<file path="config.mk">
export PLATFORM = sky130hd
export DESIGN_NAME = ras_ctrl
export DESIGN_NICKNAME = d
export VERILOG_FILES = /design/src/rtl/ras_ctrl_pkg.sv /design/src/rtl/ras_storage.sv /design/src/rtl/ras_ctrl.sv
export SDC_FILE = /design/constraint.sdc
export NUM_CORES = 1
export LEC_CHECK = 0
export CAP_MARGIN = 15
export CORE_MARGIN = 2
export CORE_UTILIZATION = 30
export DETAILED_ROUTE_END_ITERATION = 6
export GPL_TIMING_DRIVEN = 0
export REMOVE_ABC_BUFFERS = 1
export SLEW_MARGIN = 15
export SYNTH_ARGS = -nofsm -noshare
export SYNTH_HDL_FRONTEND = slang
export SYNTH_HIERARCHICAL = 1
export SYNTH_SLANG_ARGS = --single-unit
</file>
<file path="constraint.sdc">
create_clock -name clock -period 9.5 [get_ports clock]
set_input_delay 1.425 -clock clock [delete_from_list [all_inputs] [get_ports clock]]
set_output_delay 1.425 -clock clock [all_outputs]
set_load 0.1 [all_outputs]
</file>
<file path="src/rtl/ras_ctrl_pkg.sv">
// Shared definitions for the return-address stack: truth macros, default depth, slot encodings.
`ifndef RAS_CTRL_TRUTH_DEFINED
`define RAS_CTRL_TRUTH_DEFINED
`define TRUE  1'b1
`define FALSE 1'b0
`endif

package ras_ctrl_pkg;

  localparam int RAS_DEPTH = 8;

  localparam logic SLOT_1 = 1'b0;
  localparam logic SLOT_2 = 1'b1;

  typedef enum logic [1:0] {
    RAS_NOP  = 2'd0,
    RAS_PUSH = 2'd1,
    RAS_POP  = 2'd2
  } ras_op_e;

  // Return address of a BSR sitting in the given slot of the bundle starting at pc_1.
  function automatic logic [63:0] slot_ret_addr(input logic [63:0] pc_1, input logic slot);
    if (slot == SLOT_2) begin
      slot_ret_addr = pc_1 + 64'd8;
    end else begin
      slot_ret_addr = pc_1 + 64'd4;
    end
  endfunction

endpackage

</file>
<file path="src/rtl/ras_storage.sv">
// DEPTH x 64 return-address register file: one write port, one combinational read port.
// With RAS_TOP_REPAIR_EN a second write port repairs the top entry on recovery.
module ras_storage
  import ras_ctrl_pkg::*;
#(
  parameter int DEPTH = RAS_DEPTH,
  parameter int PTR_W = 3
) (
  input  logic             clock,
  input  logic             reset,
  input  logic             wr_en,
  input  logic [PTR_W-1:0] wr_idx,
  input  logic [63:0]      wr_data,
`ifdef RAS_TOP_REPAIR_EN
  input  logic             rep_en,
  input  logic [PTR_W-1:0] rep_idx,
  input  logic [63:0]      rep_data,
`endif
  input  logic [PTR_W-1:0] rd_idx,
  output logic [63:0]      rd_data
);

  logic [63:0] mem_r [DEPTH];

  // Entry storage; push and repair writes are mutually exclusive by construction.
  always_ff @(posedge clock) begin
    if (reset) begin
      for (int i = 0; i < DEPTH; i++) begin
        mem_r[i] <= 64'd0;
      end
    end else if (wr_en) begin
      mem_r[wr_idx] <= wr_data;
    end
`ifdef RAS_TOP_REPAIR_EN
    else if (rep_en) begin
      mem_r[rep_idx] <= rep_data;
    end
`endif
  end

  assign rd_data = mem_r[rd_idx];

endmodule

</file>
<file path="src/rtl/ras_ctrl.sv">
// Return-address-stack controller: slot selection, push/pop, pointer checkpoint and recovery.
// Optional top-entry repair on recovery is enabled by RAS_TOP_REPAIR_EN.
module ras_ctrl
  import ras_ctrl_pkg::*;
#(
  parameter int DEPTH = RAS_DEPTH,
  parameter int PTR_W = 3
) (
  input  logic             clock,
  input  logic             reset,
  input  logic             if_valid,
  input  logic             if_stall,
  input  logic [63:0]      pc_1,
  input  logic             bsr_branch_1,
  input  logic             bsr_branch_2,
  input  logic             ret_branch_1,
  input  logic             ret_branch_2,
  input  logic             uncond_branch_1,
  input  logic             uncond_branch_2,
  input  logic             recover_en,
  input  logic [PTR_W-1:0] recover_tos,
  input  logic [PTR_W:0]   recover_cnt,
`ifdef RAS_TOP_REPAIR_EN
  input  logic [63:0]      recover_top,
  output logic [63:0]      ckpt_top,
`endif
  output logic             slot2_kill,
  output logic             ret_pred_valid,
  output logic             ret_pred_slot,
  output logic [63:0]      ret_pred_pc,
  output logic [PTR_W-1:0] ckpt_tos,
  output logic [PTR_W:0]   ckpt_cnt
);

  localparam logic [PTR_W-1:0] TOS_ONE  = {{(PTR_W-1){1'b0}}, 1'b1};
  localparam logic [PTR_W:0]   CNT_ONE  = {{PTR_W{1'b0}}, 1'b1};
  localparam logic [PTR_W:0]   CNT_ZERO = {(PTR_W+1){1'b0}};
  localparam logic [PTR_W:0]   CNT_FULL = (PTR_W+1)'(DEPTH);

  logic [PTR_W-1:0] tos_r, tos_nxt_s;
  logic [PTR_W:0]   cnt_r, cnt_nxt_s;
  logic             sel_slot_s, sel_bsr_s, sel_ret_s;
  ras_op_e          op_s;
  logic             active_s, wr_en_s, pred_hit_s;
  logic [63:0]      top_data_s;

  assign active_s = if_valid & ~if_stall & ~recover_en;

  // A slot-1 unconditional transfer hides slot 2, so only one slot is ever examined.
  always_comb begin
    sel_slot_s = SLOT_2;
    sel_bsr_s  = `FALSE;
    sel_ret_s  = `FALSE;
    op_s       = RAS_NOP;
    if (uncond_branch_1) begin
      sel_slot_s = SLOT_1;
      sel_bsr_s  = bsr_branch_1;
      sel_ret_s  = ret_branch_1;
    end else begin
      sel_slot_s = SLOT_2;
      sel_bsr_s  = bsr_branch_2;
      sel_ret_s  = ret_branch_2;
    end
    if (sel_bsr_s) begin
      op_s = RAS_PUSH;
    end else if (sel_ret_s) begin
      op_s = RAS_POP;
    end else begin
      op_s = RAS_NOP;
    end
  end

  // Zero-latency prediction outputs, qualified by if_valid.
  always_comb begin
    pred_hit_s     = if_valid & (op_s == RAS_POP) & (cnt_r != CNT_ZERO);
    slot2_kill     = if_valid & uncond_branch_1;
    ret_pred_valid = `FALSE;
    ret_pred_slot  = SLOT_1;
    ret_pred_pc    = 64'd0;
    if (pred_hit_s) begin
      ret_pred_valid = `TRUE;
      ret_pred_slot  = sel_slot_s;
      ret_pred_pc    = top_data_s;
    end else begin
      ret_pred_valid = `FALSE;
    end
  end

  // Pointer/occupancy next state; recovery overrides any same-cycle push or pop.
  always_comb begin
    tos_nxt_s = tos_r;
    cnt_nxt_s = cnt_r;
    wr_en_s   = `FALSE;
    if (recover_en) begin
      tos_nxt_s = recover_tos;
      cnt_nxt_s = recover_cnt;
    end else if (active_s) begin
      case (op_s)
        RAS_PUSH: begin
          tos_nxt_s = tos_r + TOS_ONE;
          wr_en_s   = `TRUE;
          cnt_nxt_s = (cnt_r == CNT_FULL) ? cnt_r : (cnt_r + CNT_ONE);
        end
        RAS_POP: begin
          if (cnt_r != CNT_ZERO) begin
            tos_nxt_s = tos_r - TOS_ONE;
            cnt_nxt_s = cnt_r - CNT_ONE;
          end else begin
            tos_nxt_s = tos_r;
            cnt_nxt_s = cnt_r;
          end
        end
        default: begin
          tos_nxt_s = tos_r;
          cnt_nxt_s = cnt_r;
        end
      endcase
    end else begin
      wr_en_s = `FALSE;
    end
  end

  // Pointer and occupancy registers.
  always_ff @(posedge clock) begin
    if (reset) begin
      tos_r <= {PTR_W{1'b0}};
      cnt_r <= CNT_ZERO;
    end else begin
      tos_r <= tos_nxt_s;
      cnt_r <= cnt_nxt_s;
    end
  end

  ras_storage #(
    .DEPTH (DEPTH),
    .PTR_W (PTR_W)
  ) u_storage (
    .clock    (clock),
    .reset    (reset),
    .wr_en    (wr_en_s),
    .wr_idx   (tos_r + TOS_ONE),
    .wr_data  (slot_ret_addr(pc_1, sel_slot_s)),
`ifdef RAS_TOP_REPAIR_EN
    .rep_en   (recover_en),
    .rep_idx  (recover_tos),
    .rep_data (recover_top),
`endif
    .rd_idx   (tos_r),
    .rd_data  (top_data_s)
  );

`ifdef RAS_TOP_REPAIR_EN
  assign ckpt_top = top_data_s;
`endif
  assign ckpt_tos = tos_r;
  assign ckpt_cnt = cnt_r;

  logic unused_s;
  assign unused_s = uncond_branch_2;

endmodule

</file>
==> run_results.csv <==
group,metric,value,unit
cts,clockBufferDepth,3,
die,row_count,106,
synth,ys_seq_area_share,61.63,%
synth,yosysTopAreaCell,"edfxtp_1",
synth,syn_avg_cell_area,14.02,um2
hold_path,hold_class,"reg -> reg",
timing,worst_pin_slew,1.128,ns
detailed_routing,dr.pass1.iters,5,
synth,synth_area_leaders,"edfxtp_1 61%, mux4_2 11%, nor3_1 10%",
synth,async_flop_share,0,%
timing,slew-limit-headroom,24.57,%
finish,diodes,0,
synth,syn_area,25170,um2
finish,area_delta_synth_final,20.39,%
cts,worstSkewPairLatency,0.59,ns
power_and_ir_drop,vdd_drop_max,0.0001141,V
global_route,grt.met3_usage,2.757,%
synth,synth_enable_flop_cells,512,
worst_setup_path,reg2reg_slack,5.73,ns
worst_setup_path,reg2reg_from,"ckpt_tos[2]",
hold_path,min_path_cells,2,
die,die_x,293.7,um
cts,root_buffer,"clkbuf_16",
timing,hold_violations,0,
hold_path,hold_end,"ckpt_cnt[0]",
timing,timing.final.crit_share,66.40,%
synth,ys_types,55,
global_route,globalRouteMet2Util,28.57,%
global_route,track_usage,15.97,%
worst_setup_path,cp-start-kind,"input port",
global_route,grt_max_degree,65,
worst_setup_path,crit_type,"in -> out",
global_route,grt_pass1_wl,104600,um
cts,path_clk_slew,0.06,ns
power_and_ir_drop,p_sw,1.343,mW
detailed_routing,drt_iter0_markers,1132,
cts,cts_buffers,49,
die,coreArea,83420,um2
detailed_routing,postRouteAntennaNets,0,
timing,setup_viol,0,
timing,fmax,0.1585,GHz
cts,cts_hold_buffers,0,
detailed_routing,routed_wl,68910,um
worst_setup_path,required,8.08,ns
power_and_ir_drop,leakage,9.628,nW
hold_path,hp-start,"ckpt_cnt[0]",
cts,post_cts_resized,0,
power_and_ir_drop,power.share.switching,25.36,%
finish,finalNetCount,1990,
worst_setup_path,path_max_fanout,51,
timing,drv_slew,0,
global_route,grt_overflow,0,
power_and_ir_drop,seq_power_share,49.6,%
die,io_pins,156,
timing,hold_slack,0.6747,ns
power_and_ir_drop,p_per_area,174.8,nW/um2
global_route,antenna_found_initial,4,
die,start_util,30.18,%
power_and_ir_drop,clockPowerShare,36.4,%
detailed_routing,vias,15925,
synth,synthFlopType,"edfxtp_1",
synth,synth_seq_cells,519,
detailed_routing,viasPerCell,5.270,
worst_setup_path,crit_path_end_kind,"primary output",
power_and_ir_drop,internal-power,3.953,mW
detailed_routing,routedWlPerCell,22.80,um
worst_setup_path,rr_worst_depth,7,
die,die_area,86240,um2
cts,post_cts_buffers,0,
placed_design,dp_slack,3.195,ns
global_route,grt_pass1_vias,16424,
finish,num-fill-cells,7808,
placed_design,place.port_buffers,154,
power_and_ir_drop,combinationalPowerShare,14.0,%
timing,fin_worst_skew,0.01519,ns
worst_setup_path,reg2reg_to,"u_storage/mem_r[4][63]",
global_route,grt-busiest-layer,"met2",
cts,cts_tree,"built",
finish,layout-drive-gt1-share,19.05,%
detailed_routing,drc,0,
job,drv_cap,0,
synth,syn_inst,1795,
outcome,status,"finished clean",
placed_design,hpwl,45550,um
die,chipHeight,293.7,um
cts,clkSinkCount,519,
placed_design,globalplace.congestion,0.7913,
timing,tns,0,ns
timing,period_needed,6.308,ns
timing,rsz0062_at_grt,"false",
synth,synth_top_cell_area_share,61.08,%
worst_setup_path,critical_path_arrival,4.88,ns
synth,ys_warn_count,6,
cts,cts_max_level,2,
timing,fin_ws,3.192,ns
global_route,met1_usage,20.00,%
-- area by class of cell --
| cell class | count | area, um2 | share of cell area (%) |
|---|---|---|---|
| sequential | 519 | 15530 | 51.23 |
| clock buffer | 60 | 1310 | 4.323 |
| tap | 1080 | 1351 | 4.459 |
| multi-input combinational | 1036 | 8646 | 28.53 |
| inverter | 79 | 296.5 | 0.9785 |
| clock inverter | 30 | 239.0 | 0.7886 |
| timing repair buffer | 218 | 2937 | 9.690 |
-- registers in the layout, indices dropped and copies added, names as in the netlist --
signal / cells
ckpt_cnt: 4
u_storage/mem_r: 512
ckpt_tos: 3
-- per-layer routing --
| metal | vias up | routed length [um] |
|---|---|---|
| met4 | 6 | 1407 |
| li1 | 7144 | - |
| met2 | 506 | 35720 |
| met3 | 95 | 4052 |
| met5 | - | 37 |
| met1 | 8174 | 27690 |
-- worst max-delay path by stage --
stage / startpoint / end / cells past startpoint
final: uncond_branch_1 / ret_pred_pc[42] / 6
after floorplan: ckpt_tos[0] / u_storage/mem_r[1][0] / 3
after global routing: uncond_branch_1 / ret_pred_pc[42] / 6
after global placement: ckpt_tos[0] / u_storage/mem_r[1][61] / 3
after detailed placement: uncond_branch_1 / ret_pred_pc[30] / 6
after CTS: uncond_branch_1 / ret_pred_pc[42] / 6
-- logic make-up after synthesis --
group           after synthesis  share of synthesized area, %
compound gates               27                        0.7804
xor+xnor                     66                         2.296
fa+ha+maj                     5                        0.2485
buf+inv                     240                         4.508
flops                       519                         61.63
mux                         199                         14.63
simple gates                739                         15.90
-- critical path: stages --
cell	delay, ns
clkdlybuf4s50_1	0.82
a32o_1	0.44
and3_4	0.38
buf_16	0.28
and2_1	0.30
clkdlybuf4s50_1	1.18
-- synthesized netlist by cell type (3+ instances only) --
master / count
nor3_1: 525
edfxtp_1: 512
mux4_2: 128
clkbuf_1: 82
and2_1: 67
mux2_2: 67
clkinv_1: 65
buf_2: 37
xor2_1: 37
nor2_1: 34
xnor2_1: 29
nand3_1: 26
nand2_1: 24
buf_6: 23
buf_1: 15
inv_1: 14
nand4_1: 14
nor3_2: 8
o21bai_1: 8
dfxtp_1: 7
o21ai_0: 6
ha_1: 5
nand2b_1: 5
a211oi_1: 4
and3_1: 4
buf_4: 4
nor4_2: 4
nand4_4: 3
nor4_1: 3
nor4_4: 3
-- through the flow --
step	utilization, %	area, um2	cells	total power [mW]
5_1_grt	36.33	30310	3022	5.470
3_3_place_gp	32.64	27230	2868	3.399
6_report	36.33	30310	3022	5.297
4_1_cts	36.33	30310	3022	5.344
3_5_place_dp	34.47	28760	2932	3.424
2_1_floorplan	-	24330	1634	3.128
-- power groups by stage --
| stage | combinational, mW | sequential [mW] | clock, mW |
|---|---|---|---|
| 3_3_place_gp | 0.657 | 2.74 | 0 |
| 2_1_floorplan | 0.413 | 2.72 | 0 |
| 3_5_place_dp | 0.746 | 2.68 | 0 |
| 4_1_cts | 0.748 | 2.63 | 1.97 |
| 5_1_grt | 0.785 | 2.63 | 2.05 |
| 6_report | 0.741 | 2.63 | 1.93 |
-- placed cells by master (no fill, tap or decap), types with 8 or more instances in the layout --
cell / n
o21bai_4: 8
clkbuf_1: 9
nor3_1: 525
and2_1: 67
nand4_1: 14
xor2_1: 37
mux2_2: 67
buf_12: 23
nand2_1: 23
clkinv_2: 10
nor2_1: 34
nor3_2: 8
inv_1: 14
buf_16: 27
clkdlybuf4s50_1: 154
xnor2_1: 29
clkbuf_16: 51
buf_8: 9
mux4_2: 128
edfxtp_1: 512
nand3_1: 26
clkinv_1: 79
Note: power is estimated with default switching activity, not from simulation.
